`src/rtl/nes_run_ctrl_if.sv`:
```
// Run-control bus between the debug UI / PPU side and nes_run_ctrl.
// The master drives requests; the slave returns the pacing strobe and status.
interface nes_run_ctrl_if;
    logic        run_req;
    logic        step_cpu;
    logic        step_frame;
    logic        frame_start;
    logic        soft_reset;
    logic        turbo;
    logic        en;
    logic        rst_master;
    logic        paused;
    logic [4:0]  phase;
    logic [31:0] cpu_cycles;

    modport master (
        output run_req, step_cpu, step_frame, frame_start, soft_reset, turbo,
        input  en, rst_master, paused, phase, cpu_cycles
    );

    modport slave (
        input  run_req, step_cpu, step_frame, frame_start, soft_reset, turbo,
        output en, rst_master, paused, phase, cpu_cycles
    );
endinterface

```
`src/rtl/nes_run_ctrl.sv`:
```
// Paces the NES master-clock enable from the host clock and implements run, pause,
// CPU-cycle step and frame step, always stopping on a 24-pulse CPU-cycle boundary.
module nes_run_ctrl #(
    parameter int unsigned ACC_W    = 24,
    parameter int unsigned INC      = 3603288,
    parameter int unsigned RST_HOLD = 16
) (
    input logic           clk_master,
    input logic           rst_master_n,
    nes_run_ctrl_if.slave ctrl
);
    typedef enum logic [2:0] {
        StReset,
        StRun,
        StPausing,
        StPaused,
        StStepCpu,
        StStepFrame
    } state_e;

    localparam int unsigned   HoldW      = (RST_HOLD > 1) ? $clog2(RST_HOLD) : 1;
    localparam logic [HoldW-1:0] HoldReload = HoldW'(RST_HOLD - 1);
    localparam logic [ACC_W-1:0] IncVal     = ACC_W'(INC);

    state_e            state_q;
    logic [HoldW-1:0]  hold_q;
    logic [ACC_W-1:0]  acc_q;
    logic              en_q;
    logic              rst_q;
    logic              paused_q;
    logic [4:0]        phase_q;
    logic [31:0]       cpu_q;
    logic              frame_seen_q;

    logic [ACC_W:0]    acc_sum;
    logic              tick;
    logic              gate;
    logic              issue;
    logic              boundary;
    logic [4:0]        phase_inc;

    always_comb begin
        acc_sum   = {1'b0, acc_q} + {1'b0, IncVal};
        tick      = acc_sum[ACC_W] | ctrl.turbo;
        gate      = state_q inside {StRun, StPausing, StStepCpu, StStepFrame};
        issue     = tick & gate;
        boundary  = issue && (phase_q == 5'd23);
        phase_inc = (phase_q == 5'd23) ? 5'd0 : phase_q + 5'd1;
    end

    always_ff @(posedge clk_master or negedge rst_master_n) begin
        if (!rst_master_n) begin
            state_q      <= StReset;
            hold_q       <= HoldReload;
            acc_q        <= '0;
            en_q         <= 1'b0;
            rst_q        <= 1'b1;
            paused_q     <= 1'b0;
            phase_q      <= 5'd0;
            cpu_q        <= 32'd0;
            frame_seen_q <= 1'b0;
        end else if (ctrl.soft_reset) begin
            state_q      <= StReset;
            hold_q       <= HoldReload;
            acc_q        <= '0;
            en_q         <= 1'b0;
            rst_q        <= 1'b1;
            paused_q     <= 1'b0;
            phase_q      <= 5'd0;
            cpu_q        <= 32'd0;
            frame_seen_q <= 1'b0;
        end else begin
            acc_q <= (state_q == StReset) ? '0 : acc_sum[ACC_W-1:0];
            en_q  <= issue;
            if (issue) begin
                phase_q <= phase_inc;
                if (boundary) begin
                    cpu_q <= cpu_q + 32'd1;
                end
            end

            case (state_q)
                StReset: begin
                    if (hold_q == '0) begin
                        rst_q   <= 1'b0;
                        phase_q <= 5'd0;
                        if (ctrl.run_req) begin
                            state_q <= StRun;
                        end else begin
                            state_q  <= StPaused;
                            paused_q <= 1'b1;
                        end
                    end else begin
                        hold_q <= hold_q - HoldW'(1);
                    end
                end
                StRun: begin
                    // Already on a boundary after this edge: nothing left to drain.
                    if (!ctrl.run_req) begin
                        if ((issue ? phase_inc : phase_q) == 5'd0) begin
                            state_q  <= StPaused;
                            paused_q <= 1'b1;
                        end else begin
                            state_q <= StPausing;
                        end
                    end
                end
                StPausing: begin
                    if (ctrl.run_req) begin
                        state_q <= StRun;
                    end else if (boundary) begin
                        state_q  <= StPaused;
                        paused_q <= 1'b1;
                    end
                end
                StPaused: begin
                    if (ctrl.run_req) begin
                        state_q  <= StRun;
                        paused_q <= 1'b0;
                    end else if (ctrl.step_frame) begin
                        state_q      <= StStepFrame;
                        paused_q     <= 1'b0;
                        frame_seen_q <= ctrl.frame_start;
                    end else if (ctrl.step_cpu) begin
                        state_q  <= StStepCpu;
                        paused_q <= 1'b0;
                    end
                end
                StStepCpu: begin
                    if (boundary) begin
                        state_q  <= StPaused;
                        paused_q <= 1'b1;
                    end
                end
                StStepFrame: begin
                    // A frame_start coincident with the boundary pulse still ends the step.
                    if ((frame_seen_q || ctrl.frame_start) && boundary) begin
                        state_q      <= StPaused;
                        paused_q     <= 1'b1;
                        frame_seen_q <= 1'b0;
                    end else if (ctrl.frame_start) begin
                        frame_seen_q <= 1'b1;
                    end
                end
                default: begin
                    state_q <= StReset;
                end
            endcase
        end
    end

    assign ctrl.en         = en_q;
    assign ctrl.rst_master = rst_q;
    assign ctrl.paused     = paused_q;
    assign ctrl.phase      = phase_q;
    assign ctrl.cpu_cycles = cpu_q;
endmodule

```
`src/flat_wrapper.sv`:
```
// flat-port wrapper written by rule: the top's interface ports become plain ports
module nes_run_ctrl_flat 
#(
    parameter int unsigned ACC_W    = 24,
    parameter int unsigned INC      = 3603288,
    parameter int unsigned RST_HOLD = 16
)
  (clk_master, rst_master_n, ctrl_run_req, ctrl_step_cpu, ctrl_step_frame, ctrl_frame_start, ctrl_soft_reset, ctrl_turbo, ctrl_en, ctrl_rst_master, ctrl_paused, ctrl_phase, ctrl_cpu_cycles);
  nes_run_ctrl_if ctrl_i ();
  input logic clk_master;
  input logic rst_master_n;
  input wire logic [$bits(ctrl_i.run_req)-1:0] ctrl_run_req;
  input wire logic [$bits(ctrl_i.step_cpu)-1:0] ctrl_step_cpu;
  input wire logic [$bits(ctrl_i.step_frame)-1:0] ctrl_step_frame;
  input wire logic [$bits(ctrl_i.frame_start)-1:0] ctrl_frame_start;
  input wire logic [$bits(ctrl_i.soft_reset)-1:0] ctrl_soft_reset;
  input wire logic [$bits(ctrl_i.turbo)-1:0] ctrl_turbo;
  output wire logic [$bits(ctrl_i.en)-1:0] ctrl_en;
  output wire logic [$bits(ctrl_i.rst_master)-1:0] ctrl_rst_master;
  output wire logic [$bits(ctrl_i.paused)-1:0] ctrl_paused;
  output wire logic [$bits(ctrl_i.phase)-1:0] ctrl_phase;
  output wire logic [$bits(ctrl_i.cpu_cycles)-1:0] ctrl_cpu_cycles;
  assign ctrl_i.run_req = ctrl_run_req;
  assign ctrl_i.step_cpu = ctrl_step_cpu;
  assign ctrl_i.step_frame = ctrl_step_frame;
  assign ctrl_i.frame_start = ctrl_frame_start;
  assign ctrl_i.soft_reset = ctrl_soft_reset;
  assign ctrl_i.turbo = ctrl_turbo;
  assign ctrl_en = ctrl_i.en;
  assign ctrl_rst_master = ctrl_i.rst_master;
  assign ctrl_paused = ctrl_i.paused;
  assign ctrl_phase = ctrl_i.phase;
  assign ctrl_cpu_cycles = ctrl_i.cpu_cycles;
  nes_run_ctrl #(.ACC_W(ACC_W), .INC(INC), .RST_HOLD(RST_HOLD)) u_core (.clk_master(clk_master), .rst_master_n(rst_master_n), .ctrl(ctrl_i));
endmodule
```
`config.mk`:
```
export PLATFORM = sky130hd
export DESIGN_NAME = nes_run_ctrl_flat
export DESIGN_NICKNAME = d
export VERILOG_FILES = /design/src/rtl/nes_run_ctrl_if.sv /design/src/rtl/nes_run_ctrl.sv /design/src/flat_wrapper.sv
export SDC_FILE = /design/constraint.sdc
export NUM_CORES = 1
export LEC_CHECK = 0
export BUFFER_PORTS_ARGS = -buffer_cell sky130_fd_sc_hd__buf_2
export CAP_MARGIN = 10
export CORE_MARGIN = 2
export CORE_UTILIZATION = 40
export DETAILED_ROUTE_END_ITERATION = 6
export PLACE_DENSITY_LB_ADDON = 0.12
export SLEW_MARGIN = 30
export SYNTH_ARGS = -nofsm -noshare
export SYNTH_HDL_FRONTEND = slang
export SYNTH_SLANG_ARGS = --single-unit
```
`constraint.sdc`:
```
create_clock -name clk_master -period 2.34 [get_ports clk_master]
set_clock_uncertainty 0.05 [all_clocks]
set_input_delay 0.351 -clock clk_master [delete_from_list [all_inputs] [get_ports clk_master]]
set_output_delay 0.351 -clock clk_master [all_outputs]
set_load 0.01 [all_outputs]
```
Yosys cells after proc, flatten, opt, wreduce, memory -nomap -nowiden
Cells that the tools add are included.
Widths: inputs -> output; s select.
- add/sub/neg operators: 4
- multiply operators: 0
- div/mod/pow operators: 0
- magnitude comparators: 0
- eq/ne operators: 17
- shift operators: 0
- muxes and demuxes: 47
- bitwise gates (word level): 2
- reductions and logical operators: 19
- operator list (cell ; number):
    $mux 32 ; 3
    $mux 24 ; 2
    $add 32x1->32 const B ; 1
    $mux 3 ; 9
    $add 24x22->25 const B ; 1
    $mux 5 ; 5
    $ne 3x3->1 const B ; 8
    $mux 1 ; 21
    $pmux 3 s6 ; 1
    $mux 4 ; 3
    $reduce_and 4->1 ; 2
    $reduce_and 8->1 ; 1
    $reduce_bool 2->1 ; 4
    $reduce_bool 7->1 ; 1
    $eq 3x2->1 const B ; 2
    $eq 3x3->1 const B ; 2
    $pmux 1 s6 ; 1
    $reduce_and 2->1 ; 3
    $add 5x1->5 const B ; 1
    $eq 5x5->1 const B ; 1
    $logic_not 5->1 ; 1
    $ne 5x5->1 const B ; 1
    $logic_not 4->1 ; 1
    $ne 4x4->1 const B ; 1
    12 further kinds ; 13
- bits in registers: 72
- bits in latches: 0
- memory bits (writable): 0
- ROM bits: 0
- bits of input ports: 8
- word-level logic and storage cells: 98
- memories kept: 0

Logic depth before layout (Yosys ltp)
- depth in word-level cells: 9
- gate-level depth with buffers: 9
- mapped depth without buffers: 9

Least setup slack after synthesis
No wires, ideal clock.
- path type: register to register
- start: reg u_core.acc_q[12]
- end: reg u_core.cpu_q[30], in the netlist u_core.ctrl.cpu_cycles[30]
- data arrival time: 2.298 ns
- data required time: 2.163 ns
- path slack: -0.136 ns
- stages on the path, launching flop included: 9
- period minus slack after synthesis: 2.476 ns
- cells stage by stage: dfrtp_1 or3_1 or3_1 buf_2 o2111a_2 o31ai_4 nor3_2 nand4_1 mux2_1
- word-level cells in the longest chain between the ends: 6
- elaborated cells between the ends (all ways): 7
- those cells by class: 1 x add/sub; 2 x bitwise; 4 x reduce/logical
- RTL lines (what ; RTL line ; RTL):
    from (decl) ; nes_run_ctrl.sv:27 ; logic [ACC_W-1:0] acc_q;
    from (signal assigned) ; nes_run_ctrl.sv:73 ; acc_q <= (state_q == StReset) ? '0 : acc_sum[ACC_W-1:0];
    $add 24x22->25 * ; nes_run_ctrl.sv:43 ; acc_sum = {1'b0, acc_q} + {1'b0, IncVal};
    $or 1x1->1 * ; nes_run_ctrl.sv:44 ; tick = acc_sum[ACC_W] | ctrl.turbo;
    $and 1x1->1 * ; nes_run_ctrl.sv:46 ; issue = tick & gate;
    $logic_and 1x1->1 ; nes_run_ctrl.sv:47 ; boundary = issue && (phase_q == 5'd23);
    $reduce_bool 2->1 (no source line) ; - ;
    $reduce_and 2->1 (no source line) * ; - ;
    to (signal assigned) ; nes_run_ctrl.sv:78 ; cpu_q <= cpu_q + 32'd1;
    to (decl) ; nes_run_ctrl.sv:32 ; logic [31:0] cpu_q;
Every way passes the cells marked *; elsewhere a longest branch is shown, timed or not.
A chain may end at the register's enable or synchronous reset.

Worst setup path after layout
- start: reg u_core.acc_q[13]
- end: reg u_core.cpu_q[26], in the netlist u_core.ctrl.cpu_cycles[26]
The elaborated chain is that of the path after synthesis.

==> key figures <==
Outcome
  • Outcome: complete, but fails checks
  • Failing checks: setup timing

Global route
  • First-pass GRT wire length: 15600 µm
  • Overall Global Routing Usage: 0.191
  • Grt total ovfl: 0
  • Vias in the first global route: 3307
  • Largest net degree at the start of global routing: 70
  • Initial antenna violation count: 0

STA
  • Tmin final: 2.45 ns
  • Unrepaired setup endpoints after global routing: yes
  • Slew @ Worst Pin: 0.497 ns
  • Slew Limit Headroom: 0.666
  • Max Transition Viols Final: 0
  • Post-route setup slack: -0.113 ns
  • Hold Vio Cnt, Final: 0
  • Highest clock rate: 408 MHz
  • Final setup vio count: 21
  • Final period util: 1.05

Floorplan
  • Total die area: 10300 µm²
  • Chip width: 102 µm
  • Core Region: 9240 µm²
  • I/O pins: 48
  • Initial core utilization: 0.413
  • Row Count: 35
  • Chip height: 102 µm

Clock tree
  • CTS Buf Count: 9
  • Clk sinks: 69
  • H-tree depth: 3
  • Root Driver: clkbuf_8
  • CTS tree: done
  • CTS clk-pin slew, worst paths: 0.09 ns
  • Clock Path Buffers: 2
  • Clk_lat worst skew: 0.36 ns

Logic synthesis
  • Synth Warn #: 0
  • Synth Flop Type: dfrtp_1
  • Post-synth EDFFs: 0
  • Unique masters post-synth: 60
  • Mapped Area: 3820 µm²
  • Cells after synthesis: 414
  • Average size of a mapped cell: 9.22 µm²
  • #FFs+latches synth: 69
  • Asr flop ratio synth: 1.00
  • Syn_nets: 426
  • Seq/Total Area, Yosys: 0.454

Critical path
  • Maximum fanout along the worst path: 8
  • Critical path arrival: 2.64 ns
  • CP top delay family: simple AND/OR/NAND/NOR gates
  • CP max stage delay: 0.39 ns
  • Worst Setup End Kind: flop
  • Critical Path, Cell by Cell: or3_4 > or3_4 > o2111a_2 > o31ai_4 > buf_6 > nor4_4 > xnor2_1 > nor2_1
  • Setup CP Type: flop to flop
  • Critical Path Start Type: flop
  • Req. time, crit path: 2.53 ns
  • Worst R2R Start: u_core.acc_q[13]
  • Most frequent CP cell: or3_4
  • Worst Setup SP: u_core.acc_q[13]
  • Slowest library cell on the worst path: dfrtp_1
  • CP bufs+invs: 1

Placement
  • HPWL Detailed: 6280 µm
  • Routability Congestion: 0.887
  • Port buffer count: 47
  • Pre-CTS setup slack: -0.152 ns

Min path
  • Worst hold start: ctrl_step_cpu
  • Hold Path Class: input port to flop

Routing
  • Vias per cell: 5.22
  • Drt drc: 0
  • Post-DR wirelength/cell: 14.5 µm
  • Drt pass-1 iters: 5
  • Final ANT Viol Nets: 0
  • DRT iter0 DRCs: 122
  • Vias: 3405
  • Detailed-route wire length: 9470 µm

Power and ir drop
  • Power Dens Cells: 642 nW/µm²
  • Peak VDD IR: 0.000365 V
  • LEAKAGE: 2.38 nW

Finish
  • Area Overhead vs Synth: 35.5%
  • Layout cells sized above 1: 0.350
  • Diodes inserted: 0
  • Nets: 530
  • Fin util: 0.560

Run
  • Max Cap Violations: 0
==> stage by stage <==
| step | cell area, µm² | TNS [ns] | total power, mW | instances | hold WS (ns) |
|---|---|---|---|---|---|
| floorplan | 3820 | -0.769 | 1.87 | 414 | 0.00541 |
| finish | 5170 | -1.37 | 3.32 | 652 | 0.250 |
| detailed placement | 4580 | -2.25 | 2.17 | 632 | 0.362 |
| CTS | 5000 | -0.677 | 3.25 | 652 | 0.234 |
| global route | 5170 | -5.14 | 3.51 | 652 | 0.295 |
| global placement | 4580 | -1.48 | 2.15 | 632 | 0.364 |
==> logic make-up (layout without fill, tap and decap cells) <==
logic type                 Yosys count  after routing  synth area share
DFF                                 69             69             0.454
adders and majority gates            4              4            0.0131
xor gates and xnor gates            39             39            0.0895
and+or+nand+nor                    195            195             0.260
muxes                                6              6            0.0167
AOI/OAI and AO/OA                   74             74             0.138
buffers and inverters               27            136            0.0295
==> path summary, 6_finish.rpt <==
kind,end,slack [ns],cells past startpoint
max reg2reg,u_core.ctrl.cpu_cycles[26],-0.11,8
min reg2reg,u_core.ctrl.rst_master,0.41,2
min in group asynchronous,u_core.ctrl.phase[0],0.49,3
min,u_core.state_q[1],0.25,4
max in group asynchronous,u_core.hold_q[1],1.39,3
max,u_core.ctrl.cpu_cycles[26],-0.11,8
==> final cells by class <==
class,instances,area [µm²]
well taps,129,161
inverters,14,52.6
flip-flops and latches,69,1730
clock inverters,6,62.6
fillers,846,4070
multi-input cells,318,2320
clock buffers,10,138
repair buffers,106,708
==> Yosys cell counts (2+ instances only) <==
library cell,n,area [µm²]
a21boi_0,2,15.0
xnor2_1,31,272
a21o_1,2,15.0
nor3_1,25,125
nand4_1,5,31.3
o41ai_1,2,17.5
and3_1,4,25.0
nand3_1,14,70.1
o32ai_1,2,17.5
nor2b_1,10,62.6
dfrtp_1,64,1600
buf_2,3,15.0
a31oi_1,4,25.0
ha_1,4,50.1
nor4_1,7,43.8
nor2_1,61,229
o211a_1,2,20.0
clkbuf_1,8,30.0
or3_1,14,87.6
and4_1,2,17.5
nand2b_1,2,12.5
o211ai_1,3,22.5
dfstp_2,5,131
nor4_2,5,62.6
o21ai_0,9,45.0
a21oi_1,22,110
xor2_1,8,70.1
nand2_1,35,131
o21ai_1,2,10.0
mux2i_1,3,30.0
o21a_1,4,30.0
a211oi_1,3,22.5
nor3_2,3,30.0
mux2_1,3,33.8
o31a_1,2,17.5
nor3b_1,3,22.5
inv_1,13,48.8
==> metal layers <==
layer	part of all wire	GRT usage	vias to the layer above	wire [µm]
met2	0.49	0.301	71	4600
met3	0.036	0.0476	11	342
met1	0.47	0.262	1646	4430
met4	0.0098	0.0561	0	93
met5	0	0	-	0
li1	-	-	1677	-
==> power by group <==
part           internal (mW)  switching (mW)  leakage, nW  total, mW
clock network          0.517           0.483       0.0943       1.00
logic                  0.453           0.496         1.34      0.949
registers               1.30          0.0745        0.944       1.37
total                   2.27            1.05         2.38       3.32
==> placed cells by master (no fill, tap or decap), types with 3 or more instances in the layout <==
master / n
a211oi_1: 3
a21oi_1: 18
a21oi_2: 3
a31oi_1: 4
and3_1: 4
buf_2: 47
buf_4: 53
buf_6: 4
clkbuf_8: 10
clkinvlp_4: 3
dfrtp_1: 64
dfstp_2: 5
ha_1: 3
inv_1: 13
mux2_4: 3
nand2_1: 35
nand3_1: 13
nand4_1: 5
nor2_1: 60
nor2b_1: 9
nor3_1: 18
nor3_2: 9
nor4_2: 4
nor4_4: 6
o211ai_1: 3
o21a_1: 3
o21ai_0: 9
or3_1: 10
or3_4: 4
xnor2_1: 30
xor2_1: 8
==> state kept, by name, summed over array words and instances, names as in the netlist <==
| name | flops |
|---|---|
| u_core.acc_q | 21 |
| u_core.state_q | 3 |
| u_core.hold_q | 4 |
| u_core.ctrl.rst_master | 1 |
| u_core.frame_seen_q | 1 |
| u_core.ctrl.en | 1 |
| u_core.ctrl.cpu_cycles | 32 |
| u_core.ctrl.phase | 5 |
| u_core.ctrl.paused | 1 |
==> repair_timing <==
action                                  4_1_cts  5_1_grt
gates resized for setup                      33       33
pin swaps                                    21       16
hold endpoints to repair                     64        0
hold buffers                                  1        0
endpoints found under the setup margin       32       41
setup buffers                                 3        0
==> worst register-to-register path, stage by stage (launching register included) <==
cell and delay (ns):
dfrtp_1 0.39, or3_4 0.40, or3_4 0.34, o2111a_2 0.32, o31ai_4 0.32, buf_6 0.24, nor4_4 0.07, xnor2_1 0.17
nor2_1 0.06
No activity file was read; power rests on OpenSTA's default activity.
